### src/rtl/pcm_peak_pkg.sv
// ---------------------------------------------------------------------------
// pcm_peak_pkg
//   Shared types and helpers for the PCM peak detectors.
//   - ch_state_t : per-channel detector state
//   - pcm_mag()  : two's-complement magnitude with saturation of the most
//                  negative code, so |x| always fits in the sample width
// ---------------------------------------------------------------------------
package pcm_peak_pkg;

    typedef enum logic [1:0] {
        IDLE  = 2'd0,
        ARMED = 2'd1,
        TRACK = 2'd2,
        DONE  = 2'd3
    } ch_state_t;

    // Width-generic magnitude. The caller sign-extends its sample to 64 bits,
    // passes the true sample width w and keeps the low w bits of the result.
    // The most negative w-bit code has no positive twin and is clamped to
    // 2^(w-1)-1.
    function automatic logic [63:0] pcm_mag(input logic signed [63:0] x,
                                            input int unsigned        w);
        logic [63:0] max_pos;
        logic [63:0] most_neg;
        logic [63:0] result;
        max_pos  = (64'd1 << (w - 1)) - 64'd1;
        most_neg = ~max_pos;
        if (!x[63]) begin
            result = x;
        end else if (x == most_neg) begin
            result = max_pos;
        end else begin
            result = -x;
        end
        return result;
    endfunction

endpackage

### src/rtl/pcm_peak_channel.sv
// ---------------------------------------------------------------------------
// pcm_peak_channel
//   One detector channel: arms on command, triggers on the first magnitude
//   above threshold, then tracks the maximum and its timestamp for WINDOW
//   samples (trigger sample included) before parking in DONE.
// Ports
//   pcm_clk, reset_n  clock, synchronous active-low reset
//   arm               restart pulse (wins over a same-cycle sample)
//   pcm_valid         sample strobe
//   sample            signed PCM sample for this channel
//   sample_counter    timestamp of the current sample
//   threshold         unsigned trigger level
//   trig              this cycle's sample fires the trigger (combinational)
//   done              window complete
//   peak, peak_time   tracked maximum and its timestamp
// ---------------------------------------------------------------------------
module pcm_peak_channel
    import pcm_peak_pkg::*;
#(
    parameter int DATA_W   = 16,
    parameter int TIME_W   = 32,
    parameter int WINDOW   = 1024,
    parameter bit ABS_MODE = 1'b1
) (
    input  logic                     pcm_clk,
    input  logic                     reset_n,
    input  logic                     arm,
    input  logic                     pcm_valid,
    input  logic signed [DATA_W-1:0] sample,
    input  logic        [TIME_W-1:0] sample_counter,
    input  logic        [DATA_W-1:0] threshold,
    output logic                     trig,
    output logic                     done,
    output logic        [DATA_W-1:0] peak,
    output logic        [TIME_W-1:0] peak_time
);

    localparam int CNT_W = $clog2(WINDOW + 1);
    localparam logic [CNT_W-1:0] WIN_LAST = CNT_W'(WINDOW);

    ch_state_t        state;
    ch_state_t        state_next;
    logic [CNT_W-1:0] win_cnt;
    logic [CNT_W-1:0] cnt_inc;
    logic             track_step;
    logic             peak_upd;

    // All compares run one bit wider and signed: in ABS_MODE the magnitude is
    // zero-extended, otherwise the raw sample is sign-extended so negative
    // samples sit below every (non-negative) threshold and peak.
    logic signed [DATA_W:0] mag_ext;
    logic signed [DATA_W:0] thr_ext;
    logic signed [DATA_W:0] peak_ext;

    always_comb begin
        if (ABS_MODE) begin
            mag_ext = {1'b0, DATA_W'(pcm_mag(64'(sample), 32'(DATA_W)))};
        end else begin
            mag_ext = {sample[DATA_W-1], sample};
        end
    end

    assign thr_ext  = {1'b0, threshold};
    assign peak_ext = {1'b0, peak};
    assign cnt_inc  = win_cnt + CNT_W'(1);
    assign done     = (state == DONE);

    // NOTE: every signal written here gets a default first, so no path leaves
    // it unassigned and no latch is inferred.
    always_comb begin
        state_next = state;
        trig       = 1'b0;
        track_step = 1'b0;
        peak_upd   = 1'b0;
        if (arm) begin
            state_next = ARMED;
        end else if (pcm_valid) begin
            unique case (state)
                ARMED: begin
                    if (mag_ext > thr_ext) begin
                        trig       = 1'b1;
                        state_next = (WINDOW == 1) ? DONE : TRACK;
                    end
                end
                TRACK: begin
                    track_step = 1'b1;
                    peak_upd   = (mag_ext > peak_ext);   // strict: ties keep earliest
                    if (cnt_inc == WIN_LAST) begin
                        state_next = DONE;
                    end
                end
                default: ;   // IDLE and DONE ignore samples
            endcase
        end
    end

    // NOTE: sequential state uses non-blocking assignments so every register
    // samples the pre-edge values regardless of statement order.
    always_ff @(posedge pcm_clk) begin
        if (!reset_n) begin
            state <= IDLE;
        end else begin
            state <= state_next;
        end
    end

    always_ff @(posedge pcm_clk) begin
        if (!reset_n) begin
            peak      <= '0;
            peak_time <= '0;
            win_cnt   <= '0;
        end else if (arm) begin
            peak      <= '0;
            peak_time <= '0;
            win_cnt   <= '0;
        end else if (trig) begin
            peak      <= mag_ext[DATA_W-1:0];
            peak_time <= sample_counter;
            win_cnt   <= CNT_W'(1);
        end else if (track_step) begin
            win_cnt <= cnt_inc;
            if (peak_upd) begin
                peak      <= mag_ext[DATA_W-1:0];
                peak_time <= sample_counter;
            end
        end
    end

endmodule

### src/rtl/pcm_multi_peak_detector.sv
// ---------------------------------------------------------------------------
// pcm_multi_peak_detector
//   NUM_CH parallel PCM threshold/peak detectors for mic-array localisation.
//   Reports per-channel completion, the earliest-triggering channel and a
//   readout mux of each channel's peak magnitude and timestamp.
// Ports
//   pcm_clk, reset_n   clock, synchronous active-low reset
//   pcm_valid          sample strobe for pcm_data / sample_counter
//   pcm_data           packed signed samples, ch0 in the LSBs
//   sample_counter     timestamp of the current sample
//   threshold          unsigned trigger level
//   arm                restart all channels
//   ch_done, all_done  per-channel / global window completion
//   first_valid        first_ch holds a result
//   first_ch           earliest triggering channel (lowest index on ties)
//   rd_ch              readout select
//   rd_peak, rd_time   peak and its timestamp for rd_ch
// ---------------------------------------------------------------------------
module pcm_multi_peak_detector
    import pcm_peak_pkg::*;
#(
    parameter  int DATA_W   = 16,
    parameter  int TIME_W   = 32,
    parameter  int NUM_CH   = 4,
    parameter  int WINDOW   = 1024,
    parameter  bit ABS_MODE = 1'b1,
    localparam int CH_W     = (NUM_CH > 1) ? $clog2(NUM_CH) : 1
) (
    input  logic                     pcm_clk,
    input  logic                     reset_n,
    input  logic                     pcm_valid,
    input  logic [NUM_CH*DATA_W-1:0] pcm_data,
    input  logic [TIME_W-1:0]        sample_counter,
    input  logic [DATA_W-1:0]        threshold,
    input  logic                     arm,
    output logic [NUM_CH-1:0]        ch_done,
    output logic                     all_done,
    output logic                     first_valid,
    output logic [CH_W-1:0]          first_ch,
    input  logic [CH_W-1:0]          rd_ch,
    output logic [DATA_W-1:0]        rd_peak,
    output logic [TIME_W-1:0]        rd_time
);

    logic [NUM_CH-1:0] trig;
    logic [DATA_W-1:0] peak_arr [NUM_CH];
    logic [TIME_W-1:0] time_arr [NUM_CH];
    logic [CH_W-1:0]   first_sel;

    for (genvar i = 0; i < NUM_CH; i++) begin : g_ch
        pcm_peak_channel #(
            .DATA_W   (DATA_W),
            .TIME_W   (TIME_W),
            .WINDOW   (WINDOW),
            .ABS_MODE (ABS_MODE)
        ) u_ch (
            .pcm_clk        (pcm_clk),
            .reset_n        (reset_n),
            .arm            (arm),
            .pcm_valid      (pcm_valid),
            .sample         (pcm_data[i*DATA_W +: DATA_W]),
            .sample_counter (sample_counter),
            .threshold      (threshold),
            .trig           (trig[i]),
            .done           (ch_done[i]),
            .peak           (peak_arr[i]),
            .peak_time      (time_arr[i])
        );
    end

    assign all_done = &ch_done;

    // Priority encoder: scanning downwards leaves the lowest triggering index.
    always_comb begin
        first_sel = '0;
        for (int i = NUM_CH - 1; i >= 0; i--) begin
            if (trig[i]) begin
                first_sel = CH_W'(i);
            end
        end
    end

    // trig is already qualified by pcm_valid and suppressed by arm inside
    // each channel, so only the first-capture condition is needed here.
    always_ff @(posedge pcm_clk) begin
        if (!reset_n) begin
            first_valid <= 1'b0;
            first_ch    <= '0;
        end else if (arm) begin
            first_valid <= 1'b0;
            first_ch    <= '0;
        end else if (!first_valid && (|trig)) begin
            first_valid <= 1'b1;
            first_ch    <= first_sel;
        end
    end

    // Out-of-range selects (NUM_CH not a power of two) read as zero.
    always_comb begin
        rd_peak = '0;
        rd_time = '0;
        for (int i = 0; i < NUM_CH; i++) begin
            if (rd_ch == CH_W'(i)) begin
                rd_peak = peak_arr[i];
                rd_time = time_arr[i];
            end
        end
    end

endmodule

### config.mk
export PLATFORM = sky130hd
export DESIGN_NAME = pcm_multi_peak_detector
export DESIGN_NICKNAME = d
export VERILOG_FILES = /design/src/rtl/pcm_peak_pkg.sv /design/src/rtl/pcm_peak_channel.sv /design/src/rtl/pcm_multi_peak_detector.sv
export SDC_FILE = /design/constraint.sdc
export NUM_CORES = 1
export LEC_CHECK = 0
export BUFFER_PORTS_ARGS = -buffer_cell sky130_fd_sc_hd__buf_2
export CAP_MARGIN = 20
export CORE_MARGIN = 2
export CORE_UTILIZATION = 40
export CTS_BUF_LIST = sky130_fd_sc_hd__clkbuf_8
export CTS_CLUSTER_SIZE = 16
export DETAILED_ROUTE_END_ITERATION = 8
export HOLD_SLACK_MARGIN = 0.12
export REMOVE_ABC_BUFFERS = 1
export SLEW_MARGIN = 10
export SYNTH_ARGS = -nofsm -noshare
export SYNTH_HDL_FRONTEND = slang
export SYNTH_SLANG_ARGS = --single-unit
### constraint.sdc
create_clock -name pcm_clk -period 8.9 [get_ports pcm_clk]
set_input_delay 0.445 -clock pcm_clk [delete_from_list [all_inputs] [get_ports pcm_clk]]
set_output_delay 0.445 -clock pcm_clk [all_outputs]
set_load 0.01 [all_outputs]
After elaboration in Yosys (flattened, before gate mapping)

Cells that the tools add are included.

Input bits: 118
Word-level logic and storage cells: 233
Bits in registers: 247
Output and inout port bits: 56

Bitwise operators: 1
Muxes and demuxes: 112
Magnitude comparators: 8
Reductions and logical operators: 39
Equality and inequality tests: 39
Add/sub/neg operators: 8

Operator list:

| kind                                                  | count |
|---|---|
| 2-to-1 mux 32 bit                                     | 16 |
| 2-to-1 mux 16 bit                                     | 24 |
| == test 64 bit, second input constant                 | 4 |
| greater-than comparator 16 bit                        | 8 |
| negator 16 bit                                        | 4 |
| 2-to-1 mux 1 bit                                      | 56 |
| adder 11 x 1 -> 11 bit, second input constant         | 4 |
| == test 11 bit, second input constant                 | 4 |
| AND reduction 4 bit                                   | 9 |
| nonzero test 2 bit                                    | 13 |
| 2-to-1 mux 2 bit                                      | 12 |
| inequality test 3 x 2 -> 1 bit, second input constant | 8 |
| == test 2 bit, second input constant                  | 10 |
| inequality test 2 x 1 -> 1 bit, second input constant | 8 |
| one-hot mux 2 bit (2 select lines)                    | 4 |
| nonzero test 3 bit                                    | 4 |
| OR reduction 3 bit                                    | 4 |
| == test 2 x 1 -> 1 bit, second input constant         | 5 |
| AND reduction 2 bit                                   | 4 |
| OR reduction 4 bit                                    | 1 |
| zero test 2 bit                                       | 1 |
| OR reduction 2 bit                                    | 1 |
| logical AND 1 bit                                     | 1 |
| zero test 1 bit                                       | 1 |
| NOT 1 bit                                             | 1 |

Depth between registers and ports, before layout

Gate-level depths: netlist (run 1).

Word-level depth: 12
Depth in mapped cells: 16

Cells and area by module

From an unflattened synthesis (run 1), not the netlist that was laid out.

Cell total of the unflattened synthesis: 1996
Area total of the unflattened synthesis: 16721.0 µm²

By module, submodules not included:

| module                              | times used | area each (µm²) | sequential area each (µm²) | cells each |
|---|---|---|---|---|
| pcm_peak_channel (g_ch[1].u_ch ...) | 2          | 3856.2          | 1221.2                     | 480 |
| pcm_peak_channel (g_ch[0].u_ch)     | 1          | 3870.0          | 1221.2                     | 483 |
| pcm_peak_channel (g_ch[3].u_ch)     | 1          | 3847.4          | 1221.2                     | 479 |
| pcm_multi_peak_detector             | 1          | 1291.2          | 60.1                       | 74 |

Worst setup path before layout (run 1)

Ideal clock, no wire load.

Path type: in2reg
Start: in pcm_data[33]
End: reg g_ch[2].u_ch.peak[10]
Data arrival time: 3.941 ns
Path slack: 4.888 ns
Buffers on the path: 1
Cell stages on the path: 13
Cell sequence: or4_1 > or3_4 > or3b_4 > o21ai_2 > mux2i_1 > ha_1 > nand3_1 > nor3_1 > a221oi_1 > a31oi_2 > nor2_2 > buf_4 > mux2i_1

Longest elaborated chain between the ends: 10

Ends and longest elaborated chain:

| item                                             | RTL line                               | RTL |
|---|---|---|
| start: declaration                               | pcm_multi_peak_detector.sv:32          | `input logic [NUM_CH*DATA_W-1:0] pcm_data,` |
| negator 16 bit or == test 64 bit (tied branches) | pcm_peak_pkg.sv:33, pcm_peak_pkg.sv:30 |  |
| 2-to-1 mux 16 bit *                              | pcm_peak_pkg.sv:30                     | `end else if (x == most_neg) begin` |
| 2-to-1 mux 16 bit *                              | pcm_peak_pkg.sv:28                     | `if (!x[63]) begin` |
| named net g_ch[2].u_ch.mag_ext[13]               | pcm_peak_channel.sv:51                 | `logic signed [DATA_W:0] mag_ext;` |
| greater-than comparator 16 bit                   | pcm_peak_channel.sv:80                 | `if (mag_ext > thr_ext) begin` |
| 2-to-1 mux 1 bit                                 | pcm_peak_channel.sv:80                 |  |
| 2-to-1 mux 1 bit                                 | pcm_peak_channel.sv:78                 | `unique case (state)` |
| 2-to-1 mux 1 bit                                 | pcm_peak_channel.sv:77                 | `end else if (pcm_valid) begin` |
| 2-to-1 mux 1 bit                                 | pcm_peak_channel.sv:75                 | `if (arm) begin` |
| nonzero test 2 bit (no line)                     | -                                      |  |
| AND reduction 2 bit (no line)                    | -                                      |  |
| end signal: assignment                           | pcm_peak_channel.sv:117                | `peak <= mag_ext[DATA_W-1:0];` |
| end signal: assignment                           | pcm_peak_channel.sv:123                | `peak <= mag_ext[DATA_W-1:0];` |
| end: declaration                                 | pcm_peak_channel.sv:34                 | `output logic [DATA_W-1:0] peak,` |

The timed path passes the listed nets; every way through them passes the cells marked *. The select of a mux whose other input is x is not followed.
A chain may end at the register's enable or synchronous reset.

Final worst setup path (run 1)

Start: in pcm_data[0]
End: reg g_ch[0].u_ch.peak_time[25]

Longest elaborated chain between the ends: 10

Ends and longest elaborated chain:

| item                                             | RTL line                               | RTL |
|---|---|---|
| negator 16 bit or == test 64 bit (tied branches) | pcm_peak_pkg.sv:33, pcm_peak_pkg.sv:30 |  |
| 2-to-1 mux 16 bit *                              | pcm_peak_pkg.sv:30                     |  |
| 2-to-1 mux 16 bit *                              | pcm_peak_pkg.sv:28                     |  |
| named net g_ch[0].u_ch.mag_ext[14]               | pcm_peak_channel.sv:51                 |  |
| greater-than comparator 16 bit                   | pcm_peak_channel.sv:80                 |  |
| 2-to-1 mux 1 bit                                 | pcm_peak_channel.sv:80                 |  |
| 2-to-1 mux 1 bit                                 | pcm_peak_channel.sv:78                 |  |
| 2-to-1 mux 1 bit                                 | pcm_peak_channel.sv:77                 |  |
| 2-to-1 mux 1 bit                                 | pcm_peak_channel.sv:75                 |  |
| nonzero test 2 bit (no line)                     | -                                      |  |
| AND reduction 2 bit (no line)                    | -                                      |  |
| end signal: assignment                           | pcm_peak_channel.sv:118                | `peak_time <= sample_counter;` |
| end signal: assignment                           | pcm_peak_channel.sv:124                | `peak_time <= sample_counter;` |
| end: declaration                                 | pcm_peak_channel.sv:35                 | `output logic [TIME_W-1:0] peak_time` |

The timed path passes the listed nets; every way through them passes the cells marked *.

==> results of run 1 <==
critical path, cell delays in order:
cell and delay [ps]:
buf_2 120, inv_1 50, ha_1 150, or3b_2 500, nor3_2 410, nand2_1 130, o311a_1 300, nor2_1 250
ha_1 300, nand4_1 170, nor3_1 90, a221oi_1 270, a31oi_1 270, and3_1 440, nor2_4 530, buf_4 650
mux2i_1 280
how the worst min path moves through the flow:
stage / start / endpoint
floorplan: g_ch[1].u_ch.peak_time[23] / g_ch[1].u_ch.peak_time[23]
global placement: g_ch[1].u_ch.peak_time[12] / g_ch[1].u_ch.peak_time[12]
detailed placement: g_ch[3].u_ch.peak_time[2] / g_ch[3].u_ch.peak_time[2]
CTS: sample_counter[17] / g_ch[1].u_ch.peak_time[17]
global route: reset_n / g_ch[3].u_ch.state[0]
finish: sample_counter[15] / g_ch[3].u_ch.peak_time[15]
sequential cells by signal, indices dropped and copies added, names as in the netlist:
| register | cells |
|---|---|
| first_valid | 1 |
| g_ch.u_ch.peak_time | 128 |
| first_ch | 2 |
| g_ch.u_ch.state | 8 |
| g_ch.u_ch.win_cnt | 44 |
| g_ch.u_ch.peak | 64 |
layout by cell type, fill, tap and decap left out, types with 12 or more instances in the layout:
| cell type | instances |
|---|---|
| mux4_2 | 48 |
| dfxtp_1 | 247 |
| nor3_1 | 14 |
| o21ai_0 | 47 |
| clkbuf_8 | 57 |
| xor2_1 | 53 |
| nand3_1 | 54 |
| ha_1 | 152 |
| mux2i_1 | 176 |
| a211oi_1 | 12 |
| nand4_1 | 42 |
| a31oi_1 | 16 |
| a21oi_1 | 83 |
| nor2_1 | 97 |
| o41ai_1 | 19 |
| nor2b_1 | 13 |
| buf_2 | 173 |
| o211ai_1 | 18 |
| inv_1 | 116 |
| xnor2_1 | 28 |
| nand2_1 | 347 |
metal layers:
metal,up-vias,share of wire [%],track usage (%)
met5,-,0.026,0
met4,2,4.1,9.27
met2,377,46,35.1
li1,6814,-,-
met3,100,5.9,4.23
met1,6521,44,27.8
area by class of cell:
type	instances	area [um^2]	share of cell area, %
tap	525	657	3.61
timing repair buffer	182	950	5.22
clock buffer	57	785	4.31
multi-input combinational	1390	10300	56.7
clock inverter	24	160	0.880
inverter	103	387	2.12
sequential	247	4940	27.2
antenna	1	2.50	0.0137
power breakdown:
group | switching, mW | leakage [nW] | internal, mW
clock | 0.512 | 0.537 | 0.613
combinational | 0.241 | 5.66 | 0.147
sequential | 0.00653 | 1.99 | 1.11
total | 0.760 | 8.19 | 1.87
through the flow:
stage / worst slack [ps] / cells / hold slack [ps]
6_report: 3980 / 2529 / 175
5_1_grt: 3690 / 2528 / 162
3_3_place_gp: 3500 / 2446 / 442
3_5_place_dp: 3390 / 2447 / 449
2_1_floorplan: -2060 / 1740 / 436
4_1_cts: 4000 / 2528 / 141
cells by family (layout without fill, tap and decap cells):
kind of cell               Yosys count  after routing  share of synthesized area (%)
other                                0              1                              0
and+or+nand+nor                    661            661                           18.9
DFF                                247            247                           30.8
muxes                              225            225                           17.8
AOI/OAI and AO/OA                  271            271                           11.2
adders and majority gates          152            152                           11.8
buffers and inverters              193            366                           5.07
xor gates and xnor gates            81             81                           4.42
==> results.py, run 1 <==
metrics = {
    "floorplanning": {
        "die_w_um": 204,
        "start_util_pct": 40.5,
        "coreArea_mm2": 0.0396,
        "io_pins": 174,
        "row_count": 73,
        "die_area_mm2": 0.0418,
        "die_y_um": 204,
    },
    "placement": {
        "placed_area_mm2": 0.0173,
        "place_congestion": 0.897,
        "dp_hpwl_um": 33400,
        "io_buffers": 173,
    },
    "critical_path": {
        "ff2ff_setup_slack_ps": 5430,
        "crit_fanout": 34,
        "reg2reg_to": "g_ch[2].u_ch.peak_time[12]",
        "cp-end-kind": "flip-flop",
        "crit_end": "g_ch[0].u_ch.peak_time[25]",
        "arrival_ps": 5420,
        "startpoint": "pcm_data[0]",
        "start_kind": "input pin",
        "worst_ep_required_time_ps": 9400,
        "r2r.worst_path.cells": 10,
        "reg2reg_from": "g_ch[2].u_ch.peak[1]",
        "path_class": "in2reg",
    },
    "sta": {
        "min_period_ps": 4920,
        "hold_viol": 0,
        "setup_viol": 0,
        "worst_pin_slew_ps": 1230,
        "finalClockSkew_ps": 44.5,
        "period_share_pct": 55.2,
        "worst_slew_margin_rel_pct": 18.3,
        "tns_ps": 0,
        "rsz0062_at_grt": "false",
        "fmax_mhz": 203,
        "finalMaxSlewViolations": 0,
    },
    "synth": {
        "yosys_warnings": 0,
        "ys_seq_area_share_pct": 30.8,
        "syn_area_per_cell_um2": 8.77,
        "synthCells": 1830,
        "synthTopCellsByCount": "nand2_1 (347), dfxtp_1 (247), mux2i_1 (176), ha_1 (152), inv_1 (103)",
        "synth_area_mm2": 0.0161,
        "synth.most_common_cell": "nand2_1",
        "synth.area.top_cells": "dfxtp_1 (31%), ha_1 (12%), mux2i_1 (11%)",
        "synth_flop_cell": "dfxtp_1",
        "yosysTopAreaCellShare_pct": 30.8,
        "synth_edf_count": 0,
        "async_flop_share_pct": 0,
        "synth_cell_types": 78,
        "synth.largest_area_cell": "dfxtp_1",
        "ys_ff_latch": 247,
    },
    "grt": {
        "grt_pass1_wl_um": 71000,
        "first_global_vias": 13237,
        "grt_overflow_total": 0,
        "grtUsageTotal_pct": 21.6,
        "grt_max_degree": 236,
        "antenna_found_initial": 2,
    },
    "cts": {
        "cts.htree.levels": 2,
        "clock-sinks": 247,
        "worstSkewPairLatency_ps": 600,
        "cts_buffers": 45,
        "postCtsSetupBuffers": 0,
        "cts_tree": "built",
        "root_buffer": "clkbuf_8",
        "clk_pin_slew_ps": 60,
        "cts.hold.buffers_added": 0,
        "ctsResizeCount": 0,
        "clock_path_buffers": 3,
    },
    "power": {
        "vdd_ir_drop_max_uv": 95.6,
        "power_leakage_nw": 8.19,
        "power_density_mw_per_mm2": 145,
        "total_power_mw": 2.63,
    },
    "route": {
        "num_vias": 13814,
        "first_pass_iters": 5,
        "routed_via_density": 5.46,
        "post_drt_wl_per_cell_um": 18.1,
        "initialDrtViolationCount": 776,
        "ant_nets": 0,
        "wl_um": 45900,
        "drc": 0,
    },
    "cells_and_area": {
        "nets": 2239,
        "nFillCells": 3927,
        "postLayoutCellArea_mm2": 0.0182,
        "syn_to_final_growth_pct": 13.4,
        "drive_gt1_share_pct": 16.5,
        "final_core_util_pct": 45.9,
    },
    "flow_run": {
        "cap_violations": 0,
    },
    "worst_hold_path": {
        "min_path_cells": 3,
        "min_path_type": "in2reg",
    },
    "status": {
        "status": "complete, no violations",
    },
}
(Power assumes the default switching activity.)
==> inputs of run 2 (changes only) <==
==> constraint.sdc (replaced) <==
create_clock -name pcm_clk -period 4.6 [get_ports pcm_clk]
set_input_delay 0.23 -clock pcm_clk [delete_from_list [all_inputs] [get_ports pcm_clk]]
set_output_delay 0.23 -clock pcm_clk [all_outputs]
set_load 0.01 [all_outputs]
==> results.py, run 2 (synthesis results as in run 1) <==
metrics = {
    "status": {
        "status": "complete, no violations",
    },
    "critical_path": {
        "crit_end": "g_ch[2].u_ch.state[0]",
        "arrival_ps": 4930,
        "worst_ep_required_time_ps": 5090,
        "reg2reg_from": "g_ch[3].u_ch.peak[3]",
        "ff2ff_setup_slack_ps": 1850,
        "crit_fanout": 4,
        "cp-end-kind": "flip-flop",
        "path_class": "in2reg",
        "start_kind": "input pin",
        "r2r.worst_path.cells": 8,
        "startpoint": "pcm_data[32]",
        "reg2reg_to": "g_ch[3].u_ch.peak[6]",
    },
    "grt": {
        "antenna_found_initial": 0,
        "grt_max_degree": 208,
        "grtUsageTotal_pct": 22.2,
        "grt_pass1_wl_um": 73300,
        "grt_overflow_total": 0,
        "first_global_vias": 13684,
    },
    "placement": {
        "placed_area_mm2": 0.0176,
        "dp_hpwl_um": 34300,
        "place_congestion": 0.907,
        "io_buffers": 173,
    },
    "power": {
        "pwr-share-comb_pct": 15.6,
        "netSwitchingPower_mw": 1.51,
        "p_clk_share_pct": 42.6,
        "internal_power_mw": 3.68,
        "power_leakage_nw": 8.62,
        "total_power_mw": 5.19,
        "seqPwrFrac_pct": 41.8,
        "power_density_mw_per_mm2": 272,
        "vdd_ir_drop_max_uv": 181,
        "swShare_pct": 29.1,
    },
    "floorplanning": {
        "io_pins": 174,
        "die_area_mm2": 0.0418,
        "die_w_um": 204,
        "row_count": 73,
        "start_util_pct": 40.5,
        "coreArea_mm2": 0.0396,
        "die_y_um": 204,
    },
    "cells_and_area": {
        "final_core_util_pct": 48.2,
        "final_cell_mix": "nand2_1 (347), dfxtp_1 (247), mux2i_1 (175)",
        "syn_to_final_growth_pct": 18.9,
        "postLayoutCellArea_mm2": 0.0191,
        "layout_commonest_cell": "nand2_1",
        "nets": 2323,
        "largest_reg_flops": 128,
        "drive_gt1_share_pct": 17.7,
        "largest-register": "g_ch.u_ch.peak_time",
        "diodes": 0,
        "top_regs": "g_ch.u_ch.peak_time: 128 flops, g_ch.u_ch.peak: 64 flops, g_ch.u_ch.win_cnt: 44 flops",
    },
    "route": {
        "post_drt_wl_per_cell_um": 18.0,
        "num_vias": 14079,
        "routed_via_density": 5.39,
        "ant_nets": 0,
        "first_pass_iters": 5,
        "initialDrtViolationCount": 784,
        "drc": 0,
        "wl_um": 47100,
    },
    "sta": {
        "setup_viol": 0,
        "hold_viol": 0,
        "tns_ps": 0,
        "holdWs_ps": 137,
        "fmax_mhz": 225,
        "min_period_ps": 4440,
        "worst_slew_margin_rel_pct": 36.4,
        "finalClockSkew_ps": 43.4,
        "worst_pin_slew_ps": 954,
        "period_share_pct": 96.5,
        "finalMaxSlewViolations": 0,
    },
    "cts": {
        "root_buffer": "clkbuf_8",
        "clock-sinks": 247,
        "clock_path_buffers": 3,
        "cts_buffers": 46,
        "clk_pin_slew_ps": 60,
        "cts_tree": "built",
        "worstSkewPairLatency_ps": 610,
        "cts.htree.levels": 2,
    },
    "flow_run": {
        "cap_violations": 0,
    },
    "worst_hold_path": {
        "min_path_type": "in2reg",
    },
}
run 2: cell type report:
class,instances,area [um^2]
multi-input combinational,1391,10300
clock inverter,23,129
inverter,103,387
tap,525,657
clock buffer,61,840
sequential,247,4940
timing repair buffer,264,1780
fill,3852,20600
run 2: what timing repair did:
item                       CTS  global route
resized for setup            0             4
hold endpoints to repair   148             0
setup endpoints to repair    0            66
hold buffers                49             0
setup buffers                0             3
run 2: critical path: stages:
cell and delay [ps]:
dlygate4sd3_1 530, buf_2 140, or4_1 520, or3_4 350
or3b_4 430, o21ai_2 150, mux2i_2 330, ha_1 180
nand3_1 120, nor4_2 430, a21bo_2 290, nand3_1 110
nand2_1 120, mux2i_1 140, o311a_1 290, dlygate4sd3_1 570
run 2: through the flow:
| step | setup WS, ps | cells |
|---|---|---|
| floorplan | -6150 | 1740 |
| global placement | 108 | 2477 |
| detailed placement | 50.5 | 2477 |
| CTS | 116 | 2610 |
| global route | -15.3 | 2614 |
| finish | 160 | 2614 |
run 2: power groups by stage:
| stage | Clock, mW | Sequential, mW | Combinational [mW] |
|---|---|---|---|
| 6_report | 2.21 | 2.17 | 0.809 |
| 4_1_cts | 2.26 | 2.17 | 0.802 |
| 2_1_floorplan | 0 | 2.21 | 0.477 |
| 3_5_place_dp | 0 | 2.21 | 0.765 |
| 5_1_grt | 2.34 | 2.17 | 0.902 |
| 3_3_place_gp | 0 | 2.21 | 0.746 |
run 2: how the worst min path moves through the flow:
stage,end,from,depth (start not counted)
final,g_ch[0].u_ch.peak[2],pcm_data[2],5
after global routing,g_ch[3].u_ch.peak[12],pcm_data[60],4
after CTS,g_ch[2].u_ch.peak[14],pcm_data[46],4
after detailed placement,g_ch[1].u_ch.peak_time[26],g_ch[1].u_ch.peak_time[26],2
after global placement,g_ch[0].u_ch.peak_time[16],g_ch[0].u_ch.peak_time[16],2
after floorplan,g_ch[3].u_ch.state[0],reset_n,1
run 2: metal layers:
metal	global-route usage (%)	vias to the layer above	share of wire, %	wire length (um)
li1	-	6977	-	-
met1	28.9	6705	45	21100
met2	36.9	309	46	21800
met3	3.49	88	5.2	2430
met4	8.46	0	3.5	1670
met5	0	-	0	0
==> inputs of run 3 (changes only) <==
--- a/config.mk
+++ b/config.mk
@@ -8,11 +8,12 @@
 export BUFFER_PORTS_ARGS = -buffer_cell sky130_fd_sc_hd__buf_2
 export CAP_MARGIN = 20
 export CORE_MARGIN = 2
-export CORE_UTILIZATION = 40
+export CORE_UTILIZATION = 30
 export CTS_BUF_LIST = sky130_fd_sc_hd__clkbuf_8
 export CTS_CLUSTER_SIZE = 16
 export DETAILED_ROUTE_END_ITERATION = 8
 export HOLD_SLACK_MARGIN = 0.12
+export PLACE_DENSITY = 0.56
 export REMOVE_ABC_BUFFERS = 1
 export SLEW_MARGIN = 10
 export SYNTH_ARGS = -nofsm -noshare
==> constraint.sdc (replaced) <==
create_clock -name pcm_clk -period 4.6 [get_ports pcm_clk]
set_input_delay 0.46 -clock pcm_clk [delete_from_list [all_inputs] [get_ports pcm_clk]]
set_output_delay 0.46 -clock pcm_clk [all_outputs]
set_load 0.01 [all_outputs]
==> results.py, run 3 (synthesis results as in run 1) <==
metrics = {
    "cells_and_area": {
        "syn_to_final_growth_pct": 17.8,
        "top_regs": "g_ch.u_ch.peak_time: 128 flops, g_ch.u_ch.peak: 64 flops, g_ch.u_ch.win_cnt: 44 flops",
        "nFillCells": 5401,
        "largest_reg_flops": 128,
        "layout_commonest_cell": "nand2_1",
        "final_cell_mix": "nand2_1 (347), dfxtp_1 (247), mux2i_1 (176)",
        "drive_gt1_share_pct": 18.3,
        "layout.cells.non_filler": 2734,
        "diodes": 0,
        "postLayoutCellArea_mm2": 0.0189,
        "nets": 2282,
        "largest-register": "g_ch.u_ch.peak_time",
    },
    "sta": {
        "rsz0062_at_grt": "false",
        "min_period_ps": 4010,
        "finalClockSkew_ps": 23.4,
        "worst_slack_ps": 593,
        "worst_slew_margin_rel_pct": 34.2,
        "hold_viol": 0,
        "setup_viol": 0,
        "tns_ps": 0,
        "period_share_pct": 87.1,
        "finalMaxSlewViolations": 0,
        "worst_pin_slew_ps": 987,
        "fmax_mhz": 250,
    },
    "floorplanning": {
        "die_y_um": 235,
        "io_pins": 174,
        "row_count": 84,
        "die_area_mm2": 0.0554,
        "coreArea_mm2": 0.0528,
        "die_w_um": 235,
        "start_util_pct": 30.4,
    },
    "critical_path": {
        "path_class": "in2reg",
        "arrival_ps": 4470,
        "cpMaxStageDelayCell": "or4_4",
        "reg2reg_from": "g_ch[3].u_ch.peak[1]",
        "worst_ep_required_time_ps": 5060,
        "start_kind": "input pin",
        "crit_chain": "buf_2 > inv_1 > ha_1 > or4b_1 > or3_4 > nor2_1 > nor2_1 > mux2i_1 > ha_1 > nand4_1 > or4_4 > a21o_1 > nand4_1 > o21ai_0 > o41a_1 > o31a_1",
        "cp-end-kind": "flip-flop",
        "startpoint": "pcm_data[49]",
        "reg2reg_to": "g_ch[3].u_ch.peak_time[2]",
        "ff2ff_setup_slack_ps": 1940,
        "slowest_delay_ps": 590,
        "r2r.worst_path.cells": 10,
        "crit_fanout": 5,
    },
    "cts": {
        "ctsResizeCount": 0,
        "cts_buffers": 44,
        "worstSkewPairLatency_ps": 580,
        "clk_pin_slew_ps": 60,
        "root_buffer": "clkbuf_8",
        "postCtsSetupBuffers": 0,
        "cts_tree": "built",
        "cts.hold.buffers_added": 0,
        "clock_path_buffers": 3,
        "clock-sinks": 247,
        "cts.htree.levels": 2,
    },
    "route": {
        "wl_um": 48300,
        "routed_via_density": 5.12,
        "routed-wl-met2_um": 22000,
        "first_pass_iters": 5,
        "initialDrtViolationCount": 876,
        "wl_met1_um": 22500,
        "wl_met3_um": 2480,
        "drc": 0,
        "routed.top_layer": "met5",
        "num_vias": 13991,
        "post_drt_wl_per_cell_um": 17.7,
        "ant_nets": 0,
    },
    "grt": {
        "grt_pass1_wl_um": 76200,
        "grt_overflow_total": 0,
        "antenna_found_initial": 1,
        "grt_max_degree": 187,
        "first_global_vias": 13835,
        "grtUsageTotal_pct": 17.2,
    },
    "power": {
        "power_leakage_nw": 8.48,
        "total_power_mw": 5.16,
        "power_density_mw_per_mm2": 273,
        "vdd_ir_drop_max_uv": 198,
    },
    "placement": {
        "place_congestion": 0.906,
        "io_buffers": 173,
        "place_inst": 2654,
        "dp_hpwl_um": 36600,
        "place_ws_ps": 56.1,
        "placed_area_mm2": 0.0180,
    },
    "flow_run": {
        "cap_violations": 0,
    },
    "worst_hold_path": {
        "min_path_cells": 3,
        "min-delay-start": "sample_counter[9]",
        "whs_endpoint": "g_ch[3].u_ch.peak_time[9]",
        "min_path_type": "in2reg",
    },
    "status": {
        "status": "complete, no violations",
    },
}
## run 3: cell types whose count changed in the layout (fill, tap and decap cells not counted), moves of 2 or more
cell           change
nor4_1             +2
inv_1              -4
buf_12             +5
nor4_2             -2
dlygate4sd3_1     -49
buf_4              +7
## run 3: worst max-delay path: cells and delay by family
kind | cells | cell delay, ps
and+or+nand+nor | 7 | 2150
AOI/OAI and AO/OA | 4 | 1000
muxes | 1 | 320
adders and majority gates | 2 | 370
buffers and inverters | 2 | 160
## run 3: stage by stage
stage	hold WS, ps	util [%]
finish	214	35.8
global route	181	35.8
CTS	160	35.8
detailed placement	448	34.0
global placement	441	34.0
floorplan	436	-
## run 3: worst max path at each step
stage | cells after the start | end | slack [ps]
floorplan | 3 | g_ch[1].u_ch.win_cnt[1] | -6380
global placement | 16 | g_ch[3].u_ch.state[0] | 190
detailed placement | 16 | g_ch[3].u_ch.state[0] | 60
CTS | 16 | g_ch[3].u_ch.state[0] | 660
global route | 18 | g_ch[0].u_ch.peak[11] | 340
finish | 16 | g_ch[3].u_ch.state[0] | 590
## run 3: power breakdown
part,leakage (nW),switching [mW],internal [mW]
Combinational,5.95,0.485,0.304
Clock,0.532,0.960,1.24
Sequential,1.99,0.0126,2.16
Total,8.48,1.46,3.70
## run 3: per-layer routing
metal  track usage, %  up-vias
met1             23.0     6656
met5                0        -
li1                 -     6904
met4             5.25        2
met2             28.4      355
met3             2.69       74
## run 3: area by class of cell
type | count | area [um^2] | share of cell area (%)
Multi-Input combinational cell | 1390 | 10300 | 54.6
Sequential cell | 247 | 4940 | 26.1
Tap cell | 688 | 861 | 4.55
Timing Repair Buffer | 226 | 1440 | 7.62
Inverter | 103 | 387 | 2.04
Clock buffer | 61 | 840 | 4.44
Clock inverter | 19 | 123 | 0.648
